File: src/rtl/pwm_adc_pkg.sv
// Shared types and defaults for the PWM-DAC based SAR ADC.
// Latency: n/a (declarations only).
// Backpressure: n/a.
package pwm_adc_pkg;

  localparam int ADC_WIDTH   = 12;
  localparam int SYNC_STAGES = 2;

  typedef enum logic [1:0] {
    IDLE   = 2'd0,
    SETTLE = 2'd1,
    DECIDE = 2'd2,
    DONE   = 2'd3
  } state_t;

endpackage

File: src/rtl/sync_2ff.sv
// Multi-flop synchronizer for a single asynchronous level, reset to 0.
// Latency: STAGES clocks from d to q.
// Backpressure: none (free-running).
// Ports: clk, reset_n (async active-low), d (async input), q (synchronized output).
module sync_2ff #(
  parameter int STAGES = 2
) (
  input  logic clk,
  input  logic reset_n,
  input  logic d,
  output logic q
);

  logic [STAGES-1:0] sr;

  always_ff @(posedge clk or negedge reset_n) begin
    if (!reset_n) begin
      sr <= '0;
    end else begin
      sr <= {sr[STAGES-2:0], d};
    end
  end

  assign q = sr[STAGES-1];

endmodule

File: src/rtl/pwm_sar_adc.sv
// SAR controller: drives PWM DAC trial codes, samples comparator after a settle window.
// Latency: WIDTH*(SETTLE_CYCLES+1)+1 clocks start->result_valid (x4 conversions with SAR_AVG4_EN).
// Backpressure: none; start is ignored while busy, result is a one-cycle strobe.
// Ports: clk, reset_n (async active-low), start, comp_in (async comparator),
//        duty_cycle (trial code to DAC), busy, result, result_valid.
// Option: define SAR_AVG4_EN to average 4 back-to-back conversions per start.
module pwm_sar_adc
  import pwm_adc_pkg::*;
#(
  parameter int WIDTH         = ADC_WIDTH,
  parameter int SETTLE_CYCLES = 20000
) (
  input  logic             clk,
  input  logic             reset_n,
  input  logic             start,
  input  logic             comp_in,
  output logic [WIDTH-1:0] duty_cycle,
  output logic             busy,
  output logic [WIDTH-1:0] result,
  output logic             result_valid
);

  localparam int CW = $clog2(SETTLE_CYCLES);
  localparam int BW = $clog2(WIDTH);
  localparam logic [CW-1:0]    SETTLE_LOAD = CW'(SETTLE_CYCLES - 1);
  localparam logic [BW-1:0]    MSB_IDX     = BW'(WIDTH - 1);
  localparam logic [WIDTH-1:0] MSB_CODE    = {1'b1, {(WIDTH-1){1'b0}}};

  state_t           state;
  logic [WIDTH-1:0] trial;
  logic [WIDTH-1:0] trial_dec;
  logic [BW-1:0]    bit_idx;
  logic [CW-1:0]    settle_cnt;
  logic             comp_sync;
  logic [WIDTH-1:0] done_val;

  sync_2ff #(
    .STAGES (SYNC_STAGES)
  ) u_comp_sync (
    .clk     (clk),
    .reset_n (reset_n),
    .d       (comp_in),
    .q       (comp_sync)
  );

  // Trial code after the current bit's decision: drop the bit if the DAC overshot.
  always_comb begin
    trial_dec = trial;
    if (!comp_sync) begin
      trial_dec[bit_idx] = 1'b0;
    end
  end

`ifdef SAR_AVG4_EN
  logic [WIDTH+1:0] acc;
  logic [WIDTH+1:0] avg_sum;
  logic [1:0]       conv_cnt;

  assign avg_sum  = acc + {2'b00, trial};
  assign done_val = avg_sum[WIDTH+1:2];
`else
  assign done_val = trial;
`endif

  always_ff @(posedge clk or negedge reset_n) begin
    if (!reset_n) begin
      state        <= IDLE;
      trial        <= '0;
      bit_idx      <= '0;
      settle_cnt   <= '0;
      busy         <= 1'b0;
      result       <= '0;
      result_valid <= 1'b0;
`ifdef SAR_AVG4_EN
      acc          <= '0;
      conv_cnt     <= '0;
`endif
    end else begin
      result_valid <= 1'b0;
      case (state)
        IDLE: begin
          // busy drops here, one cycle after the strobe, unless a new start is taken.
          busy <= start;
          if (start) begin
            trial      <= MSB_CODE;
            bit_idx    <= MSB_IDX;
            settle_cnt <= SETTLE_LOAD;
            state      <= SETTLE;
`ifdef SAR_AVG4_EN
            acc        <= '0;
            conv_cnt   <= '0;
`endif
          end
        end
        SETTLE: begin
          if (settle_cnt == '0) begin
            state <= DECIDE;
          end else begin
            settle_cnt <= settle_cnt - 1'b1;
          end
        end
        DECIDE: begin
          if (bit_idx != '0) begin
            trial      <= trial_dec | (WIDTH'(1) << (bit_idx - BW'(1)));
            bit_idx    <= bit_idx - BW'(1);
            settle_cnt <= SETTLE_LOAD;
            state      <= SETTLE;
          end else begin
`ifdef SAR_AVG4_EN
            if (conv_cnt != 2'd3) begin
              // Bank this conversion and restart at the MSB without an IDLE cycle.
              acc        <= acc + {2'b00, trial_dec};
              conv_cnt   <= conv_cnt + 2'd1;
              trial      <= MSB_CODE;
              bit_idx    <= MSB_IDX;
              settle_cnt <= SETTLE_LOAD;
              state      <= SETTLE;
            end else begin
              trial <= trial_dec;
              state <= DONE;
            end
`else
            trial <= trial_dec;
            state <= DONE;
`endif
          end
        end
        DONE: begin
          result       <= done_val;
          result_valid <= 1'b1;
          state        <= IDLE;
        end
        default: state <= IDLE;
      endcase
    end
  end

  // The DAC always follows the trial register, so it holds the last code in IDLE.
  assign duty_cycle = trial;

endmodule

File: config.mk
export PLATFORM = sky130hd
export DESIGN_NAME = pwm_sar_adc
export DESIGN_NICKNAME = d
export VERILOG_FILES = /design/src/rtl/pwm_adc_pkg.sv /design/src/rtl/sync_2ff.sv /design/src/rtl/pwm_sar_adc.sv
export SDC_FILE = /design/constraint.sdc
export NUM_CORES = 1
export LEC_CHECK = 0
export CORE_MARGIN = 4
export CORE_UTILIZATION = 40
export DETAILED_ROUTE_END_ITERATION = 7
export GPL_ROUTABILITY_DRIVEN = 0
export SLEW_MARGIN = 20
export SYNTH_ARGS = -nofsm -noshare
export SYNTH_HDL_FRONTEND = slang
export SYNTH_HIERARCHICAL = 1
export SYNTH_SLANG_ARGS = --single-unit
File: constraint.sdc
create_clock -name clk -period 2.71 [get_ports clk]
set_input_delay 0.542 -clock clk [delete_from_list [all_inputs] [get_ports clk]]
set_output_delay 0.542 -clock clk [all_outputs]
set_load 0.02 [all_outputs]
==> results of run 1 <==
layout by cell type, fill, tap and decap left out, drive strengths merged, types with 6 or more instances in the layout:
cell type,instances
nand2,26
dfrtp,49
nand3,6
clkbuf,6
clkdlybuf4s50,28
inv,6
mux2,12
mux2i,10
o21ai,9
nor2,14
ha,8
a32o,11
metal layers:
layer  vias to the layer above  global-route usage (%)  part of all wire (%)  routed length, µm
met5                         -                       0                     0                  0
met4                         0                    4.17                  0.96                 45
met3                         4                    2.88                   3.1                145
met2                        34                    19.5                    43               2010
met1                       827                    21.8                    53               2470
li1                        852                       -                     -                  -
flip-flops by register name, summed over array words and instances, names as in the netlist:
| name | count |
|---|---|
| busy | 1 |
| result_valid | 1 |
| bit_idx | 4 |
| settle_cnt | 15 |
| u_comp_sync/sr | 2 |
| state | 2 |
| duty_cycle | 12 |
| result | 12 |
worst max-delay path, stage by stage (launching register included):
cell and delay [ns]:
dfrtp_1 0.51, inv_1 0.15, ha_1 0.35, nor3b_1 0.24, a211o_1 0.33, nor3_1 0.45
a32o_1 0.21
cell families after synthesis:
logic type,count (synthesis),synth area share (%)
adder cells (fa/ha/maj),8,4.15
AND/OR/NAND/NOR,83,18.3
buffers and inverters,16,2.91
flip-flops,49,50.9
multiplexers,22,9.76
AO/OA/AOI/OAI,40,13.6
XOR/XNOR,1,0.364
synthesized netlist by cell type, drive strengths merged:
library cell / n
nor3: 4
or4: 5
a22o: 1
or2: 1
nand3b: 3
o21a: 1
dfrtp: 49
inv: 6
nor3b: 1
a32o: 11
o31ai: 5
o41ai: 1
nor2b: 4
a211o: 3
o2111ai: 1
and2: 1
a21boi: 2
o21ai: 9
nand2b: 5
a22oi: 1
ha: 8
clkbuf: 6
a211oi: 2
or3: 4
nor4: 5
nand2: 26
nor4b: 2
and3: 1
nor2: 14
mux2: 12
xnor2: 1
buf: 4
nand4: 1
nand3: 6
a21oi: 3
mux2i: 10
metrics by stage:
| step | utilization (%) | hold WS, ns |
|---|---|---|
| final | 48.9 | 0.325 |
| after global routing | 48.9 | 0.380 |
| after CTS | 48.9 | 0.353 |
| after detailed placement | 46.8 | 0.338 |
| after global placement | 46.8 | 0.336 |
| after floorplan | - | 0.246 |
worst min-delay path by stage:
stage | cells after the start | endpoint
after floorplan | 0 | bit_idx[0]$_DFFE_PN0P_
after global placement | 0 | u_comp_sync/sr[1]$_DFF_PN0_
after detailed placement | 0 | u_comp_sync/sr[1]$_DFF_PN0_
after CTS | 2 | duty_cycle[9]$_DFFE_PN0P_
after global routing | 0 | u_comp_sync/sr[1]$_DFF_PN0_
final | 2 | settle_cnt[3]$_DFFE_PN0P_
final cells by class:
type	count	area, µm²
fillers	544	3010
clock inverters	2	37.5
well taps	75	93.8
flip-flops and latches	49	1230
inverters	6	22.5
clock buffers	6	82.6
multi-input cells	154	1110
repair buffers	31	300
power by group through the flow:
stage               sequential [W]  combinational, W  clock [W]
floorplan                 0.000754         0.0000129          0
global placement          0.000757         0.0000339          0
detailed placement        0.000758         0.0000335          0
CTS                       0.000743         0.0000335   0.000564
global route              0.000744         0.0000378   0.000599
finish                    0.000743         0.0000322   0.000543
==> results by group, run 1 <==
Power
  – Leak: 1.22 nW
  – Clock Power Share: 41.2%
  – Pwr dens: roughly 460 nW/µm²
  – Part of the power in registers: a little under three fifths
  – Peak supply drop: 0.229 mV
  – Pwr Total: 0.00132 W
  – Internal power: 0.00105 W
  – Sw Share: 20.6%
  – Gate power share: 2.4%
  – Psw: 0.000272 W

Die
  – Ports: 30
  – Die width: 85.6 µm
  – Core area: 5890 µm²
  – Rows: 28
  – Die area: 7330 µm²
  – Initial Util: 40.9%
  – DIE HEIGHT: 85.6 µm

Placement
  – Port bufs: 29
  – Cells after DPL: 315
  – Dpl ws: 0.470 ns
  – HPWL Detailed: 3320 µm
  – Post-DP Area: 2760 µm²

Timing
  – Layout Skew: 0.00544 ns
  – Fin worst setup slack: roughly 0.42 ns
  – Final hold violations: 0
  – RSZ-0062 raised after global routing: false
  – Setup_tns: 0 ns
  – Slew of the pin with the lowest slew margin: roughly 0.7 ns
  – Slew margin rel.: 53.1%
  – Min cycle time layout: 2.29 ns
  – Tcrit/Tclk final: 84.7%
  – Setup violators final: 0
  – Pins Over Slew Limit: 0
  – F_max: 436 MHz

Detailed routing
  – Initial drt markers: 102
  – DRT antenna net count: 0
  – Via count: 1717
  – DRC Markers: 0
  – WL final: approximately 4700 µm
  – Wire per inst: 14.5 µm
  – Vias per cell: 5.32
  – Drt first pass iters: 4

Clocking
  – Clock input transition at the sequential cells of the worst setup and hold paths: 0.09 ns
  – Clock buffer count from CTS: 5
  – TritonCTS Sinks: ~50
  – Worst skew pair latency: 0.30 ns
  – H-tree Lvls: 2
  – Clock Tree Buf Depth: 2
  – TritonCTS clock tree: yes
  – Root buf cell: clkbuf_8
  – Setup bufs post-CTS: 0
  – CTS resizes: 0
  – Hold_buf cts: 0

GRT
  – Grt ovf: 0
  – Total GRT Usage: between 10% and 20%
  – Initial antenna violation count: 0
  – Vias in the first global route: 1653
  – Largest net degree at the start of global routing: 50
  – First-pass GRT wire length: 8250 µm

Yosys
  – Top post-synthesis cells by area: dfrtp_1 51%, mux2_2 5.6%, a32o_1 4.6%
  – Syn nets: 231
  – Synth Register Bits: 49
  – Distinct cells, synth: 44
  – Avg Cell Area, Syn: 11.0 µm²
  – Ys Warns: 6
  – Mapped Area: 2410 µm²
  – Seq/Total Area, Yosys: 50.9%
  – Post-synthesis cell count: around 220
  – Synth area leader: dfrtp_1
  – Top cell type's share of synthesized area: 50.9%

Worst setup path
  – Startpoint types: register
  – Flop-to-flop setup slack: a little over 0.4 ns
  – Worst setup EP type: register
  – Worst reg-to-reg path cell count: 6
  – Worst Path Required: 2.95 ns
  – Crit-path max FO: 10
  – Worst Setup SP: bit_idx[0]$_DFFE_PN0P_
  – Worst Setup Path Type: reg2reg
  – Critical path arrival: 2.53 ns
  – R2R Path End: duty_cycle[6]$_DFFE_PN0P_
  – Crit path to: duty_cycle[6]$_DFFE_PN0P_
  – RR Startpoint: bit_idx[0]$_DFFE_PN0P_

Worst hold path
  – HP Class: in2async

Cells and area
  – ANT cells: 0
  – Final net count: 259
  – Cell area after layout: approximately 2900 µm²
  – Post-route non-filler standard cell count: roughly 320
  – Layout area overhead: 19.4%
  – Layout cells sized above 1: between 10% and 20%

Status
  – Status: completed

Flow run
  – Max cap viols: 0
No activity file was read; power rests on OpenSTA's default activity.
==> run 2: changes to the inputs <==
==> constraint.sdc (replaced) <==
create_clock -name clk -period 2.1 [get_ports clk]
set_input_delay 0.42 -clock clk [delete_from_list [all_inputs] [get_ports clk]]
set_output_delay 0.42 -clock clk [all_outputs]
set_load 0.02 [all_outputs]
==> results by group, run 2 (synthesis gave the netlist of run 1 again) <==
Cells and area
  – Cell area after layout: 2950 µm² (+2.7%)
  – Final net count: 272 (+5.0%)
  – Number of flip-flops in the largest register: 15 (unchanged)
  – Final core utilization: 50.2% (+1.3 points)
  – Commonest non-fill, non-tap cell in the layout: dfrtp_1
  – Reg with most FFs: settle_cnt
  – Layout area overhead: 22.6%
  – Layout cells sized above 1: 16.5% (+4.0 points)
  – Most frequent cells in the layout: 49 x dfrtp_1, 28 x clkdlybuf4s50_1, 26 x nand2_1, 14 x nor2_1, 14 x buf_4
  – ANT cells: 0 (unchanged)

Timing
  – WHS: 0.0731 ns (-0.251 ns)
  – Min cycle time layout: 1.98 ns (-0.317 ns)
  – Tcrit/Tclk final: 94.2% (+9.5 points)
  – Final hold violations: 0 (unchanged)
  – Slew margin rel.: 61.7% (+8.6 points)
  – Layout Skew: 0.0108 ns (+0.00536 ns)
  – F_max: 506 MHz (+16%)
  – Setup_tns: 0 ns (unchanged)
  – Slew of the pin with the lowest slew margin: 0.572 ns (-0.130 ns)
  – RSZ-0062 raised after global routing: false
  – Pins Over Slew Limit: 0 (unchanged)
  – Setup violators final: 0 (unchanged)

Power
  – Pwr Total: 0.00156 W (+18%)
  – Peak supply drop: 0.296 mV (+29%)
  – Pwr dens: 528 nW/µm² (+15%)
  – Leak: 1.27 nW (+4.1%)

Clocking
  – Clock input transition at the sequential cells of the worst setup and hold paths: 0.09 ns (about the same)
  – Clock buffer count from CTS: 5 (unchanged)
  – TritonCTS Sinks: 49 (unchanged)
  – H-tree Lvls: 2 (unchanged)
  – TritonCTS clock tree: yes
  – Worst skew pair latency: 0.30 ns (about the same)
  – Setup bufs post-CTS: 0 (unchanged)
  – Clock Tree Buf Depth: 2 (unchanged)
  – Hold_buf cts: 0 (unchanged)
  – CTS resizes: 0 (unchanged)
  – Root buf cell: clkbuf_8

Detailed routing
  – Drt first pass iters: 4 (unchanged)
  – Wire per inst: 14.9 µm (+2.8%)
  – Initial drt markers: 84 (-18%)
  – DRC Markers: 0 (unchanged)
  – DRT antenna net count: 0 (unchanged)
  – Via count: 1804 (+5.1%)
  – WL final: 4990 µm (+6.9%)
  – Vias per cell: 5.37 (+1.0%)

Die
  – DIE HEIGHT: 85.6 µm (unchanged)
  – Die area: 7330 µm² (unchanged)
  – Initial Util: 40.9% (unchanged)
  – Ports: 30 (unchanged)
  – Die width: 85.6 µm (unchanged)
  – Core area: 5890 µm² (unchanged)
  – Rows: 28 (unchanged)

Worst setup path
  – Critical path arrival: 2.21 ns (-0.32 ns)
  – Startpoint types: register
  – Worst Setup Path Type: reg2reg
  – Worst setup EP type: register
  – Crit-path max FO: 9 (-1)
  – Worst Path Required: 2.33 ns (-0.62 ns)

Flow run
  – Max cap viols: 0 (unchanged)

GRT
  – Initial antenna violation count: 0 (unchanged)
  – Total GRT Usage: 15.4% (+1.4 points)
  – Grt ovf: 0 (unchanged)
  – Largest net degree at the start of global routing: 30 (-40%)
  – Vias in the first global route: 1779 (+7.6%)
  – First-pass GRT wire length: 9000 µm (+9.0%)

Worst hold path
  – HP Class: in2async

Placement
  – HPWL Detailed: 3620 µm (+9.0%)
  – Port bufs: 29 (unchanged)
  – Post-DP Area: 2870 µm² (+4.0%)

Status
  – Status: completed
-- run 2: cell types whose count changed in the layout (fill, tap and decap cells not counted), sizes merged --
cell / before / now
clkinvlp: 1 / 2
bufinv: 1 / 0
buf: 3 / 16
-- run 2: critical path, cell delays in order, from the launching register on --
cell and delay [ns]:
dfrtp_1 0.43, or3_4 0.44, or4_4 0.62, o21ai_4 0.22, mux2i_1 0.20
-- run 2: power by group --
part | switching, W | total (W) | internal (W)
Combinational | 0.0000308 | 0.0000479 | 0.0000172
Sequential | 0.00000737 | 0.000957 | 0.000949
Clock | 0.000319 | 0.000554 | 0.000235
-- run 2: metrics by stage --
step / worst slack (ns) / instances
floorplan: 0.0580 / 219
global placement: 0.166 / 328
detailed placement: 0.116 / 328
CTS: 0.110 / 336
global route: 0.0354 / 336
finish: 0.123 / 336
-- run 2: final cells by class --
cell class              count  area [µm²]
repair buffers             44         410
clock buffers               6        72.6
multi-input cells         154        1110
well taps                  75        93.8
inverters                   6        22.5
clock inverters             2        15.0
flip-flops and latches     49        1230
fillers                   558        2930
-- run 2: path summary, 6_finish.rpt --
check | from | endpoint | cells past startpoint | slack [ns]
max | settle_cnt[3]$_DFFE_PN0P_ | settle_cnt[1]$_DFFE_PN0P_ | 4 | 0.12
min | reset_n | settle_cnt[4]$_DFFE_PN0P_ | 1 | 0.07
max reg2reg | settle_cnt[3]$_DFFE_PN0P_ | settle_cnt[1]$_DFFE_PN0P_ | 4 | 0.12
min reg2reg | u_comp_sync/sr[0]$_DFF_PN0_ | u_comp_sync/sr[1]$_DFF_PN0_ | 0 | 0.37
max in group asynchronous | reset_n | settle_cnt[14]$_DFFE_PN0P_ | 2 | 1.50
min in group clk | u_comp_sync/sr[0]$_DFF_PN0_ | u_comp_sync/sr[1]$_DFF_PN0_ | 0 | 0.37
-- run 2: routing by layer --
layer	share of wire [%]	wire length, µm	vias to the layer above	GRT usage [%]
met5	0	0	-	0
met2	44	2170	31	22.8
li1	-	-	880	-
met4	0.76	38	0	4.32
met3	3.3	163	2	3.36
met1	52	2620	891	22.6
